--- src/rtl/fifo32x12_ctrl_if.sv ---
// Stream and status signals between the sample FIFO controller and its users.
// Write side, registered read side, and occupancy/overflow status.
interface fifo32x12_ctrl_if;
  logic        WR_EN;
  logic [11:0] WR_DATA;
  logic        FULL;
  logic        RD_VALID;
  logic        RD_READY;
  logic [11:0] RD_DATA;
  logic [5:0]  LEVEL;
  logic        AFULL;
  logic        OVF;

  modport master (
    output WR_EN, WR_DATA, RD_READY,
    input  FULL, RD_VALID, RD_DATA,
    input  LEVEL, AFULL, OVF
  );

  modport slave (
    input  WR_EN, WR_DATA, RD_READY,
    output FULL, RD_VALID, RD_DATA,
    output LEVEL, AFULL, OVF
  );
endinterface

--- src/rtl/fifo32x12_ctrl.sv ---
// FWFT sample FIFO controller around an external 32x12 SDP distributed RAM.
// Output register stage gives registered valid/ready to the consumer.
module fifo32x12_ctrl #(
  parameter int AFULL_LVL = 24
) (
  input  logic                   CLK,
  input  logic                   RSTN,
  input  logic                   CLR,
  fifo32x12_ctrl_if.slave        io,
  output logic [4:0]             RAM_WADDR,
  output logic [11:0]            RAM_DI,
  output logic                   RAM_WE,
  output logic [4:0]             RAM_RADDR,
  input  logic [11:0]            RAM_DO
);

  localparam logic [5:0] AFL = 6'(AFULL_LVL);

  logic [4:0]  wptr;
  logic [4:0]  rptr;
  logic [5:0]  ram_cnt;
  logic        rd_valid;
  logic [11:0] rd_data;
  logic        ovf;
  logic        full;
  logic        we;
  logic        load;
  logic [5:0]  level;

  assign full  = (ram_cnt == 6'd32);
  assign we    = io.WR_EN & ~full & ~CLR;
  // A word written this edge is not visible on RAM_DO until next cycle
  assign load  = (ram_cnt != 6'd0)
               & (~rd_valid | io.RD_READY);
  assign level = ram_cnt + {5'd0, rd_valid};

  assign RAM_WADDR = wptr;
  assign RAM_DI    = io.WR_DATA;
  assign RAM_WE    = we;
  assign RAM_RADDR = rptr;

  assign io.FULL     = full;
  assign io.RD_VALID = rd_valid;
  assign io.RD_DATA  = rd_data;
  assign io.LEVEL    = level;
  assign io.AFULL    = (level >= AFL);
  assign io.OVF      = ovf;

  always_ff @(posedge CLK or negedge RSTN) begin
    if (!RSTN) begin
      wptr     <= 5'd0;
      rptr     <= 5'd0;
      ram_cnt  <= 6'd0;
      rd_valid <= 1'b0;
      rd_data  <= 12'd0;
      ovf      <= 1'b0;
    end else if (CLR) begin
      wptr     <= 5'd0;
      rptr     <= 5'd0;
      ram_cnt  <= 6'd0;
      rd_valid <= 1'b0;
      ovf      <= 1'b0;
    end else begin
      if (we)
        wptr <= wptr + 5'd1;
      if (load) begin
        rptr     <= rptr + 5'd1;
        rd_data  <= RAM_DO;
        rd_valid <= 1'b1;
      end else if (rd_valid && io.RD_READY) begin
        rd_valid <= 1'b0;
      end
      case ({we, load})
        2'b10:   ram_cnt <= ram_cnt + 6'd1;
        2'b01:   ram_cnt <= ram_cnt - 6'd1;
        default: ram_cnt <= ram_cnt;
      endcase
      if (io.WR_EN && full)
        ovf <= 1'b1;
    end
  end

endmodule

--- src/flat_wrapper.sv ---
// flat-port wrapper written by rule: the top's interface ports become plain ports
module fifo32x12_ctrl_flat 
#(
  parameter int AFULL_LVL = 24
)
  (CLK, RSTN, CLR, RAM_WADDR, RAM_DI, RAM_WE, RAM_RADDR, RAM_DO, io_WR_EN, io_WR_DATA, io_RD_READY, io_FULL, io_RD_VALID, io_RD_DATA, io_LEVEL, io_AFULL, io_OVF);
  fifo32x12_ctrl_if io_i ();
  input  logic CLK;
  input  logic RSTN;
  input  logic CLR;
  output logic [4:0] RAM_WADDR;
  output logic [11:0] RAM_DI;
  output logic RAM_WE;
  output logic [4:0] RAM_RADDR;
  input  logic [11:0] RAM_DO;
  input wire logic [$bits(io_i.WR_EN)-1:0] io_WR_EN;
  input wire logic [$bits(io_i.WR_DATA)-1:0] io_WR_DATA;
  input wire logic [$bits(io_i.RD_READY)-1:0] io_RD_READY;
  output wire logic [$bits(io_i.FULL)-1:0] io_FULL;
  output wire logic [$bits(io_i.RD_VALID)-1:0] io_RD_VALID;
  output wire logic [$bits(io_i.RD_DATA)-1:0] io_RD_DATA;
  output wire logic [$bits(io_i.LEVEL)-1:0] io_LEVEL;
  output wire logic [$bits(io_i.AFULL)-1:0] io_AFULL;
  output wire logic [$bits(io_i.OVF)-1:0] io_OVF;
  assign io_i.WR_EN = io_WR_EN;
  assign io_i.WR_DATA = io_WR_DATA;
  assign io_i.RD_READY = io_RD_READY;
  assign io_FULL = io_i.FULL;
  assign io_RD_VALID = io_i.RD_VALID;
  assign io_RD_DATA = io_i.RD_DATA;
  assign io_LEVEL = io_i.LEVEL;
  assign io_AFULL = io_i.AFULL;
  assign io_OVF = io_i.OVF;
  fifo32x12_ctrl #(.AFULL_LVL(AFULL_LVL)) u_core (.CLK(CLK), .RSTN(RSTN), .CLR(CLR), .io(io_i), .RAM_WADDR(RAM_WADDR), .RAM_DI(RAM_DI), .RAM_WE(RAM_WE), .RAM_RADDR(RAM_RADDR), .RAM_DO(RAM_DO));
endmodule
--- config.mk ---
export PLATFORM = sky130hd
export DESIGN_NAME = fifo32x12_ctrl_flat
export DESIGN_NICKNAME = d
export VERILOG_FILES = /design/src/rtl/fifo32x12_ctrl_if.sv /design/src/rtl/fifo32x12_ctrl.sv /design/src/flat_wrapper.sv
export SDC_FILE = /design/constraint.sdc
export NUM_CORES = 1
export LEC_CHECK = 0
export CAP_MARGIN = 30
export CORE_MARGIN = 2
export CORE_UTILIZATION = 43
export CTS_CLUSTER_DIAMETER = 120
export DETAILED_ROUTE_END_ITERATION = 6
export HOLD_SLACK_MARGIN = 0.1
export PLACE_DENSITY = 0.79
export REMOVE_ABC_BUFFERS = 1
export SKIP_LAST_GASP = 1
export SLEW_MARGIN = 20
export SYNTH_ARGS = -nofsm -noshare
export SYNTH_HDL_FRONTEND = slang
export SYNTH_SLANG_ARGS = --single-unit
--- constraint.sdc ---
create_clock -name CLK -period 3.6 [get_ports CLK]
set_input_delay 0.54 -clock CLK [delete_from_list [all_inputs] [get_ports CLK]]
set_output_delay 0.54 -clock CLK [all_outputs]
set_load 0.005 [all_outputs]
---- Yosys cells after proc, flatten, opt, wreduce, memory -nomap -nowiden ----
Index checks and enable logic that the tools add are counted.
operators by class
  equality and inequality tests ........... 3
  muxes and demuxes ....................... 11
  add/sub/neg operators ................... 5
  reduce and logical (&&, ||, !) cells .... 9
  bitwise logic cells ..................... 7
  order comparisons ....................... 1
operator list
  operator             count
  $mux 5               4
  $pmux 6 s2           1
  $add 5x1->5 const B  2
  $add 6x1->6          1
  $add 6x1->6 const B  1
  $eq 6x6->1 const B   1
  $ge 6x5->1 const B   1
  $mux 6               1
  $reduce_bool 2->1    3
  $reduce_bool 3->1    2
  $reduce_bool 6->1    1
  $sub 6x1->6 const B  1
  $mux 1               5
  $and 1x1->1          3
  $not 1->1            3
  $eq 2x1->1 const B   1
  $eq 2x2->1 const B   1
  $logic_and 1x1->1    2
  $reduce_and 2->1     1
  $or 1x1->1           1
word-level totals
  flip-flop bits (word level) ............. 30
  word-level logic and storage cells ...... 42

---- Longest topological paths before layout ----
Gate-level depths: netlist of run 1.
  word-level depth ........................ 7
  depth in mapped cells ................... 11
  gate-level depth less buffers ........... 10

---- Worst setup path after synthesis of run 1 ----
Ideal clock, no wire load.
  kind .................................... reg2reg
  start ................................... reg u_core.ram_cnt[1]
  end ..................................... reg u_core.ram_cnt[4]
  period minus slack after synthesis ...... 3,001 ps
  library setup time ...................... 120 ps
  arrival ................................. 2,881 ps
  setup slack ............................. 599 ps
  required time ........................... 3,480 ps
  cell stages (with the launch flop) ...... 12
  path through ............................ dfrtp_1 buf_6 or4_4 nor3_4 nor3_1 xor2_1 ha_1 or2_2 a221oi_1 nor4_1 mux2i_1 a31o_2
between the ends
  cells in the longest elaborated chain, start to end .. 7
  elaborated cells on any way between the ends .. 13
  those cells by class .................... add/sub (2); eq/ne (3); mux (2); bitwise (4); reduce/logical (2)
RTL lines
  element                                   line                  source
  start: declaration                        fifo32x12_ctrl.sv:21  logic [5:0] ram_cnt;
  start signal: assignment                  fifo32x12_ctrl.sv:74  2'b10: ram_cnt <= ram_cnt + 6'd1;
  start signal: assignment                  fifo32x12_ctrl.sv:75  2'b01: ram_cnt <= ram_cnt - 6'd1;
  start signal: assignment                  fifo32x12_ctrl.sv:76  default: ram_cnt <= ram_cnt;
  $eq 6x6->1                                fifo32x12_ctrl.sv:30  assign full = (ram_cnt == 6'd32);
  $not 1->1                                 fifo32x12_ctrl.sv:31  assign we = io.WR_EN & ~full & ~CLR;
  $and 1x1->1 (2 in series)                 fifo32x12_ctrl.sv:31
  $eq 2x1->1 or $eq 2x2->1 (tied branches)  fifo32x12_ctrl.sv:73  case ({we, load})
  $pmux 6 s2                                fifo32x12_ctrl.sv:73
  $mux 6                                    fifo32x12_ctrl.sv:57  end else if (CLR) begin
Several ways; a longest one is shown, not always the timed one.
A chain may end at the register's enable or synchronous reset.

---- Worst setup path after layout of run 1 ----
Same ends and word-level chain as after synthesis.

==> results.md, run 1 <==
- Sequential cell area: between 700 and 800 sq um
- Port buffer count: a little under 50
- Reg-to-Reg Start: u_core.ram_cnt[1]
- Skew-Pair Late Insertion Delay: 0.28 ns
- CP endpoint kind: register
- Yosys warns: 0
- Synthesis-to-finish area growth: 31.94%
- Post CTS Setup Buffer Count: 0
- Worst path arrival time: ~3.4 ns
- Initial DRT Pass Iterations: 4
- Status: complete, no violations
- GR Layer Usage met3: under 10%
- # IOs: 74
- Net count, final: approximately 260
- Slew @ Worst Pin: around 0.75 ns
- Pwr Total: roughly 0.0020 W
- CTS sink count: 30
- Max IR drop VDD: 0.5144 mV
- Setup TNS: 0 ns
- CP Capture Point: u_core.ram_cnt[4]
- Routed WL per cell: between 15 and 20 um
- Fin crit period: between 3 and 4 ns
- Post-placement cell count: 271
- Finished Layout Cells: around 280
- Yosys top cell area share: between 40% and 50%
- Routability Congestion: ~0.9
- Critical path class: register to register
- Hold_ws: approximately 0.50 ns
- Global routing's busiest layer: met2
- Via count: 1577
- First-pass GRT wire length: ~7400 um
- Filler instances: between 300 and 400
- Mapped Avg Cell Area: around 10 sq um
- Post-detail-place hpwl: between 3000 and 4000 um
- Resized cells post-CTS: 0
- Worst R2R End: u_core.ram_cnt[4]
- Worst Reg2Reg Path Length in Cells: 10
- Final WL: around 4400 um
- Synth area leader: dfrtp_1
- Place WS: approximately 0.17 ns
- Setup crit start kind: register
- Area of the multi-input gates: about 950 sq um
- F_max: 314.1 MHz
- Global route total overflow: 0
- PnR worst setup slack: ~0.42 ns
- Rows: 23
- Worst path required time: 3.77 ns
- Final ANT Viol Nets: 0
- H-tree depth: 2
- 1st-iter DRT viols: roughly 130
- Vias in the first global route: 1545
- Seq/Total Area, Yosys: between 40% and 50%
- TritonCTS buffer count: 5
- Worst hold path type: register to register
- Prevailing post-synth register cell: dfrtp_1
- GR Util met2: 27.09%
- Core area: approximately 4000 sq um
- Total GRT Usage: a little under a fifth
- Largest cells by area after synthesis: dfrtp_1 40%, mux2_2 7.3%, buf_4 4.8%, ha_1 4.7%, nor2_1 3.8%
- Final Slew Violations: 0
- Pwr Density: a little over 800 nW/um^2
- Max-cap violation count: 0
- Final setup fails: 0
- Initial core utilization: between 40% and 50%
- Mapped Cells: approximately 180
- Ys async rst share: 100.0%
- Die extent in x: about 70 um
- Met1 GRT Util: 25.34%
- Relative slew margins: 49.85%
- Die Span Y: 69.78 um
- LEAKAGE: around 1.0 nW
- Share of cells above drive strength 1: between 10% and 20%
- Skew final: approximately 0.0028 ns
- Mapped Area: 1861 sq um
- Vias per cell: 5.652
- Worst-path clk slew: 0.06 ns
- Final worst path period share: between 80% and 90%
- Initial antenna violation count: 0
- Yosys reg bits: 30
- Clock root cell: clkbuf_8
- Worst setup path start: u_core.ram_cnt[1]
- Residual DRC: 0
- CTS Hold Buffers Added: 0
- CP Max Fanout: 11
- RSZ-0062 raised after global routing: false
- R2R Setup Slk: around 0.42 ns
- Hold Vio Cnt, Final: 0
- Largest net degree at the start of global routing: 31
- Ant diodes: 0
- CTS Buffer Depth: 2
- TritonCTS clock tree: yes
- Synth cell types: 42
- Die area: around 4900 sq um
- Post-synth EDFFs: 0
## worst max-delay path: stages, from the launching register on
cell      delay, ns
dfrtp_1        0.54
nor4_4         0.37
a21oi_1        0.13
nor3_1         0.53
xor2_1         0.15
ha_1           0.26
or2_2          0.30
a221oi_1       0.29
nor4_1         0.12
mux2i_1        0.13
a31o_2         0.26
## area by class of cell
cell class | instances | area share, %
Multi-Input combinational cell | 127 | 38.89
Sequential cell | 30 | 30.58
Timing Repair Buffer | 58 | 22.73
Clock buffer | 7 | 3.109
Tap cell | 50 | 2.548
Clock inverter | 1 | 1.223
Inverter | 6 | 0.9174
## placed cells by master (no fill, tap or decap), types with 3 or more instances in the layout
master / Yosys / final
a21oi_1: 8 / 8
clkdlybuf4s50_1: 0 / 49
inv_1: 6 / 6
nand3_1: 5 / 5
a211oi_1: 3 / 3
xor2_1: 8 / 8
nand2b_1: 3 / 3
ha_1: 7 / 7
clkbuf_8: 0 / 5
mux2_2: 12 / 12
nor3_1: 5 / 5
nor3b_1: 3 / 3
xnor2_1: 7 / 7
nor2_1: 19 / 19
nand4_1: 4 / 4
mux2i_1: 3 / 3
nand2_1: 7 / 7
o21ai_0: 3 / 3
dfrtp_1: 30 / 30
a31oi_1: 3 / 3
buf_4: 12 / 9
o221ai_1: 3 / 3
## synth_stat cells, types with 5 or more instances
cell	number
xnor2_1	7
nand3_1	5
clkbuf_1	7
mux2_2	12
dfrtp_1	30
buf_4	12
ha_1	7
nor3_1	5
a21oi_1	8
xor2_1	8
nor2_1	19
nand2_1	7
inv_1	6
## state kept, by name (all words and copies together), names as in the netlist
| register | flops |
|---|---|
| u_core.RAM_RADDR | 5 |
| u_core.ram_cnt | 6 |
| u_core.RAM_WADDR | 5 |
| u_core.io.OVF | 1 |
| u_core.io.RD_VALID | 1 |
| u_core.io.RD_DATA | 12 |
## routing by layer
layer | vias to the layer above | routed length (um)
met5 | - | 0
met4 | 0 | 47
met3 | 6 | 452
met2 | 82 | 1938
met1 | 754 | 1936
li1 | 735 | -
## cell families (layout without fill, tap and decap cells)
group                    count (synthesis)  in the layout  synth area share [%]
AND/OR/NAND/NOR                         58             58                 17.15
AO/OA/AOI/OAI                           31             31                 12.91
flip-flops                              30             30                 40.35
buffers and inverters                   27             72                 8.339
multiplexers                            16             16                 9.482
XOR/XNOR                                15             15                 7.061
adder cells (fa/ha/maj)                  7              7                 4.707
## worst min path at each step
stage	start	end	slack (ns)	cells past startpoint
2_1_floorplan	RSTN	u_core.RAM_RADDR[0]	0.24	0
5_1_grt	u_core.io.RD_DATA[2]	u_core.io.RD_DATA[2]	0.53	1
3_3_place_gp	u_core.io.OVF	u_core.io.OVF	0.48	2
3_5_place_dp	u_core.io.RD_DATA[4]	u_core.io.RD_DATA[4]	0.50	1
4_1_cts	u_core.io.RD_DATA[4]	u_core.io.RD_DATA[4]	0.51	1
6_report	u_core.io.RD_DATA[4]	u_core.io.RD_DATA[4]	0.50	1
## power by group
part           total [W]  internal (W)  switching, W
Sequential      0.000572      0.000453      0.000119
Combinational    0.00110      0.000608      0.000491
Clock           0.000335      0.000207      0.000129
## through the flow
step	cell area [sq um]	util (%)
finish	2455	60.07
global route	2455	60.07
CTS	2455	60.07
detailed placement	2349	57.47
global placement	2349	57.47
floorplan	1728	-
No activity file was read; power rests on OpenSTA's default activity.
==> run 2: changes to the inputs <==
CAP_MARGIN = 20   (was 30)
==> results of run 2 <==
Final layout, timing and power as in run 1 (identical DEF).
==> run 3: changes to the inputs <==
SKIP_LAST_GASP = default   (was 1)
==> results of run 3 <==
Final layout, timing and power as in run 1 (identical DEF).
==> patch 1, RTL diff (config.mk and constraints of run 1) <==
Make the reset (`RSTN`) synchronous in one clocked block.
--- a/src/rtl/fifo32x12_ctrl.sv
+++ b/src/rtl/fifo32x12_ctrl.sv
@@ -46,7 +46,7 @@
   assign io.AFULL    = (level >= AFL);
   assign io.OVF      = ovf;
 
-  always_ff @(posedge CLK or negedge RSTN) begin
+  always_ff @(posedge CLK) begin
     if (!RSTN) begin
       wptr     <= 5'd0;
       rptr     <= 5'd0;
Function: differs if RSTN is asserted again (counterexample within 4 cycles, from zero or initial values and one cycle with RSTN low); with RSTN held inactive, the same outputs for 10 cycles.
==> patch 1 against run 1 <==
Power down 13%; sequential cell count unchanged; final cell count fell by 0.72%; cell area is 11% lower; routed wire length shrank 18%; first-iteration DRC count decreased by 42%; area after synthesis decreased by 9.2%; non-clock buffer count is 7 lower; worst setup slack better by 0.22 ns; critical endpoint is now io_AFULL.
==> patch 1: results <==
export IMPL_outcome="finished clean"
export IMPL_grt_pass1_wl_um=5906
export IMPL_drc=0
export IMPL_holdWs_ns=0.4479
export IMPL_clock_skew_final_ns=0.004338
export IMPL_use_met3_pct=8.277
export IMPL_synth_seq_area_share_pct=35.56
export IMPL_nNetsFinal=267
export IMPL_routed_wl_met3_um=292
export IMPL_first_iter_violations=77
export IMPL_place_port_buffers=49
export IMPL_met1_length_um=1610
export IMPL_num_antenna_cells=0
export IMPL_synth_area_top_cells="dfxtp_1, ha_1, buf_4, nor2_1, xor2_1"
export IMPL_gp_congestion=0.8321
export IMPL_ctsRootBufferMaster="clkbuf_8"
export IMPL_routedWlPerCell_um=12.97
export IMPL_yosys_top_cells_count="dfxtp_1, nor2_1, nand2_1"
export IMPL_cts_path_max_buffers=2
export IMPL_drive_gt1_share_pct=8.734
export IMPL_dp_hpwl_um=2548
export IMPL_cp_max_fo=7
export IMPL_async_reset_ff_share_pct=0
export IMPL_synth_xor_area_share_pct=7.778
export IMPL_reg2reg_slack_ns=0.71
export IMPL_leakage_uw=0.0008088
export IMPL_synth_cell_types=39
export IMPL_vias=1430
export IMPL_grtUsageTotal_pct=17.51
export IMPL_grt_met2_usage_pct=26.75
export IMPL_grt_pass1_vias=1296
export IMPL_use_met1_pct=20.63
export IMPL_synthMuxAreaShare_pct=1.185
export IMPL_numCtsBuffers=5
export IMPL_max_slew_worst_pin_slew_ns=0.7276
export IMPL_routed_top_layer="met4"
export IMPL_n_fill_cell=325
export IMPL_largest_reg_flops=12
export IMPL_critical_path_max_stage_delay_ns=0.52
export IMPL_cp_arrival_ns=2.42
export IMPL_synthAdderAreaFrac_pct=7.852
export IMPL_firstDrtPassIters=4
export IMPL_grt_busiest_layer="met2"
export IMPL_peakVddDrop_mv=0.4150
export IMPL_routed_wl_met2_um=1624
export IMPL_critPathSlowestCell="clkdlybuf4s50_1"
export IMPL_grt_max_degree=26
export IMPL_synth_compound_area_share_pct=15.63
-- patch 1: layout make-up --
| class | count | area [sq um] | share of cell area, % |
|---|---|---|---|
| inverters | 10 | 37.54 | 1.715 |
| well taps | 48 | 60.06 | 2.744 |
| clock buffers | 6 | 82.58 | 3.774 |
| clock inverters | 2 | 12.51 | 0.5718 |
| flip-flops and latches | 30 | 600.6 | 27.44 |
| multi-input cells | 130 | 889.6 | 40.65 |
| repair buffers | 51 | 505.5 | 23.10 |
-- patch 1: where the power goes --
group / total [uW] / internal, uW / switching (uW)
clock network: 282 / 153 / 129
logic: 954 / 473 / 481
registers: 507 / 413 / 94.4
-- patch 1: path summary, 6_finish.rpt --
kind / to / cells after the start / from
worst max-delay path: io_AFULL / 7 / u_core.ram_cnt[0]
worst min-delay path: u_core.io.RD_DATA[5] / 2 / u_core.io.RD_DATA[5]
worst max register to register: u_core.ram_cnt[5] / 9 / u_core.ram_cnt[4]
worst min register to register: u_core.io.RD_DATA[5] / 2 / u_core.io.RD_DATA[5]
-- patch 1: per-stage QoR --
| step | util [%] | std cells | cell area [sq um] | worst slack [ns] |
|---|---|---|---|---|
| 6_report | 58.89 | 277 | 2188 | 0.6406 |
| 5_1_grt | 58.89 | 277 | 2188 | 0.4618 |
| 4_1_cts | 58.89 | 277 | 2188 | 0.6168 |
| 3_5_place_dp | 56.33 | 269 | 2093 | 0.5208 |
| 3_3_place_gp | 56.33 | 269 | 2093 | 0.6040 |
| 2_1_floorplan | - | 170 | 1528 | 0.9523 |
-- patch 1: worst max-delay path, delay by kind of cell (launching register included) --
kind / cells / cell delay [ns]
fa+ha+maj: 2 / 0.57
buf+inv: 1 / 0.52
flops: 1 / 0.51
compound gates: 3 / 0.46
simple gates: 1 / 0.07
==> patch 2, RTL diff (config.mk and constraints of run 1) <==
Made on the original files. `AFULL_LVL` is set to 24 in 2 places; all go to 18.
--- a/src/rtl/fifo32x12_ctrl.sv
+++ b/src/rtl/fifo32x12_ctrl.sv
@@ -1,7 +1,7 @@
 // FWFT sample FIFO controller around an external 32x12 SDP distributed RAM.
 // Output register stage gives registered valid/ready to the consumer.
 module fifo32x12_ctrl #(
-  parameter int AFULL_LVL = 24
+  parameter int AFULL_LVL = 18
 ) (
   input  logic                   CLK,
   input  logic                   RSTN,
--- a/src/flat_wrapper.sv
+++ b/src/flat_wrapper.sv
@@ -1,7 +1,7 @@
 // flat-port wrapper written by rule: the top's interface ports become plain ports
 module fifo32x12_ctrl_flat 
 #(
-  parameter int AFULL_LVL = 24
+  parameter int AFULL_LVL = 18
 )
   (CLK, RSTN, CLR, RAM_WADDR, RAM_DI, RAM_WE, RAM_RADDR, RAM_DO, io_WR_EN, io_WR_DATA, io_RD_READY, io_FULL, io_RD_VALID, io_RD_DATA, io_LEVEL, io_AFULL, io_OVF);
   fifo32x12_ctrl_if io_i ();
Function: no difference found for any inputs over 10 cycles, from zero or initial values and one cycle with RSTN low; that may be too few to reach the edited logic, so the function may still have changed.
==> patch 2 against run 1 <==
Sequential cell count stayed put; hold slack worse by 0.0019 ns; routed wire length is 3.6% lower; worst setup slack better by 0.11 ns; first-iteration DRC count is 42% lower; count of clock-buffer cells in the layout stayed put; clock power is 15% lower; cell area is 0.46% lower; area after synthesis is 1.1% higher; clock skew is 0.0074 ns higher; power is 3.5% lower; largest cell class unchanged.
==> patch 2: results <==
export IMPL_outcome="finished clean"
export IMPL_leakage_uw=0.001035
export IMPL_critical_path_max_stage_delay_ns=0.64
export IMPL_postCtsResizedCells=0
export IMPL_routed_wl_um=4216
export IMPL_avgSynthCellArea_sq_um=9.957
export IMPL_yosys_top_cells_count="dfrtp_1, nor2_1, mux2_2"
export IMPL_synthMuxAreaShare_pct=9.973
export IMPL_synth_compound_area_share_pct=13.96
export IMPL_synth_area_top_cells="dfrtp_1, mux2_2, buf_4, ha_1, nor2_1"
export IMPL_synthAdderAreaFrac_pct=4.654
export IMPL_grt_pass1_vias=1615
export IMPL_nNetsFinal=268
export IMPL_place_area_sq_mm=0.002352
export IMPL_synth_cell_types=46
export IMPL_dp_cells=277
export IMPL_p_int_uw=1198
export IMPL_maxSlewHeadroom_pct=59.01
export IMPL_first_iter_violations=77
export IMPL_clock_skew_final_ns=0.01024
export IMPL_gp_congestion=0.8836
export IMPL_critPathSlowestCell="or4_4"
export IMPL_synth_xor_area_share_pct=6.516
export IMPL_n_fill_cell=379
export IMPL_detail_route_vias_per_cell=5.519
export IMPL_final_cells=285
export IMPL_drive_gt1_share_pct=15.45
export IMPL_synth_seq_area_share_pct=39.89
export IMPL_cp_max_fo=10
export IMPL_worstHoldPathCells=2
export IMPL_cp_arrival_ns=3.24
-- patch 2: layout make-up --
type	instances	area, sq um	area share [%]
multi-input cells	135	978.4	40.04
flip-flops and latches	30	750.7	30.72
repair buffers	56	543.0	22.22
clock buffers	7	86.33	3.533
well taps	52	65.06	2.663
inverters	4	15.01	0.6144
clock inverters	1	5.005	0.2048
-- patch 2: cells by family (layout without fill, tap and decap cells) --
| family | count (synthesis) | after routing |
|---|---|---|
| compound gates | 33 | 33 |
| xor+xnor | 14 | 14 |
| fa+ha+maj | 7 | 7 |
| buf+inv | 24 | 68 |
| flops | 30 | 30 |
| mux | 17 | 17 |
| simple gates | 64 | 64 |
-- patch 2: metrics by stage --
stage               setup slack (ns)  util (%)
floorplan                     0.8498         -
global placement              0.5694     54.78
detailed placement            0.5048     54.78
CTS                           0.5462     56.91
global route                  0.2649     56.91
finish                        0.5303     56.91
-- patch 2: power groups by stage --
stage,clock [uW],sequential [uW],combinational (uW)
2_1_floorplan,0,571,620
3_3_place_gp,0,569,1060
3_5_place_dp,0,573,1070
4_1_cts,291,568,1090
5_1_grt,306,590,1210
6_report,286,567,1080
-- patch 2: path summary, 6_finish.rpt --
kind,startpoint,endpoint,slack (ns)
worst max register to register,u_core.ram_cnt[1],u_core.ram_cnt[4],0.53
worst max-delay path,u_core.ram_cnt[1],u_core.ram_cnt[4],0.53
max in group asynchronous,RSTN,u_core.io.RD_DATA[6],2.67
min in group asynchronous,RSTN,u_core.RAM_RADDR[2],0.64
worst min-delay path,u_core.io.OVF,u_core.io.OVF,0.50
worst min register to register,u_core.io.OVF,u_core.io.OVF,0.50
-- patch 2: per-layer routing --
layer	up-vias	global-route usage [%]	part of all wire, %
met4	0	4.701	0.95
met3	5	9.957	11
met1	742	23.13	43
li1	744	-	-
met2	82	28.89	45
met5	-	0	0
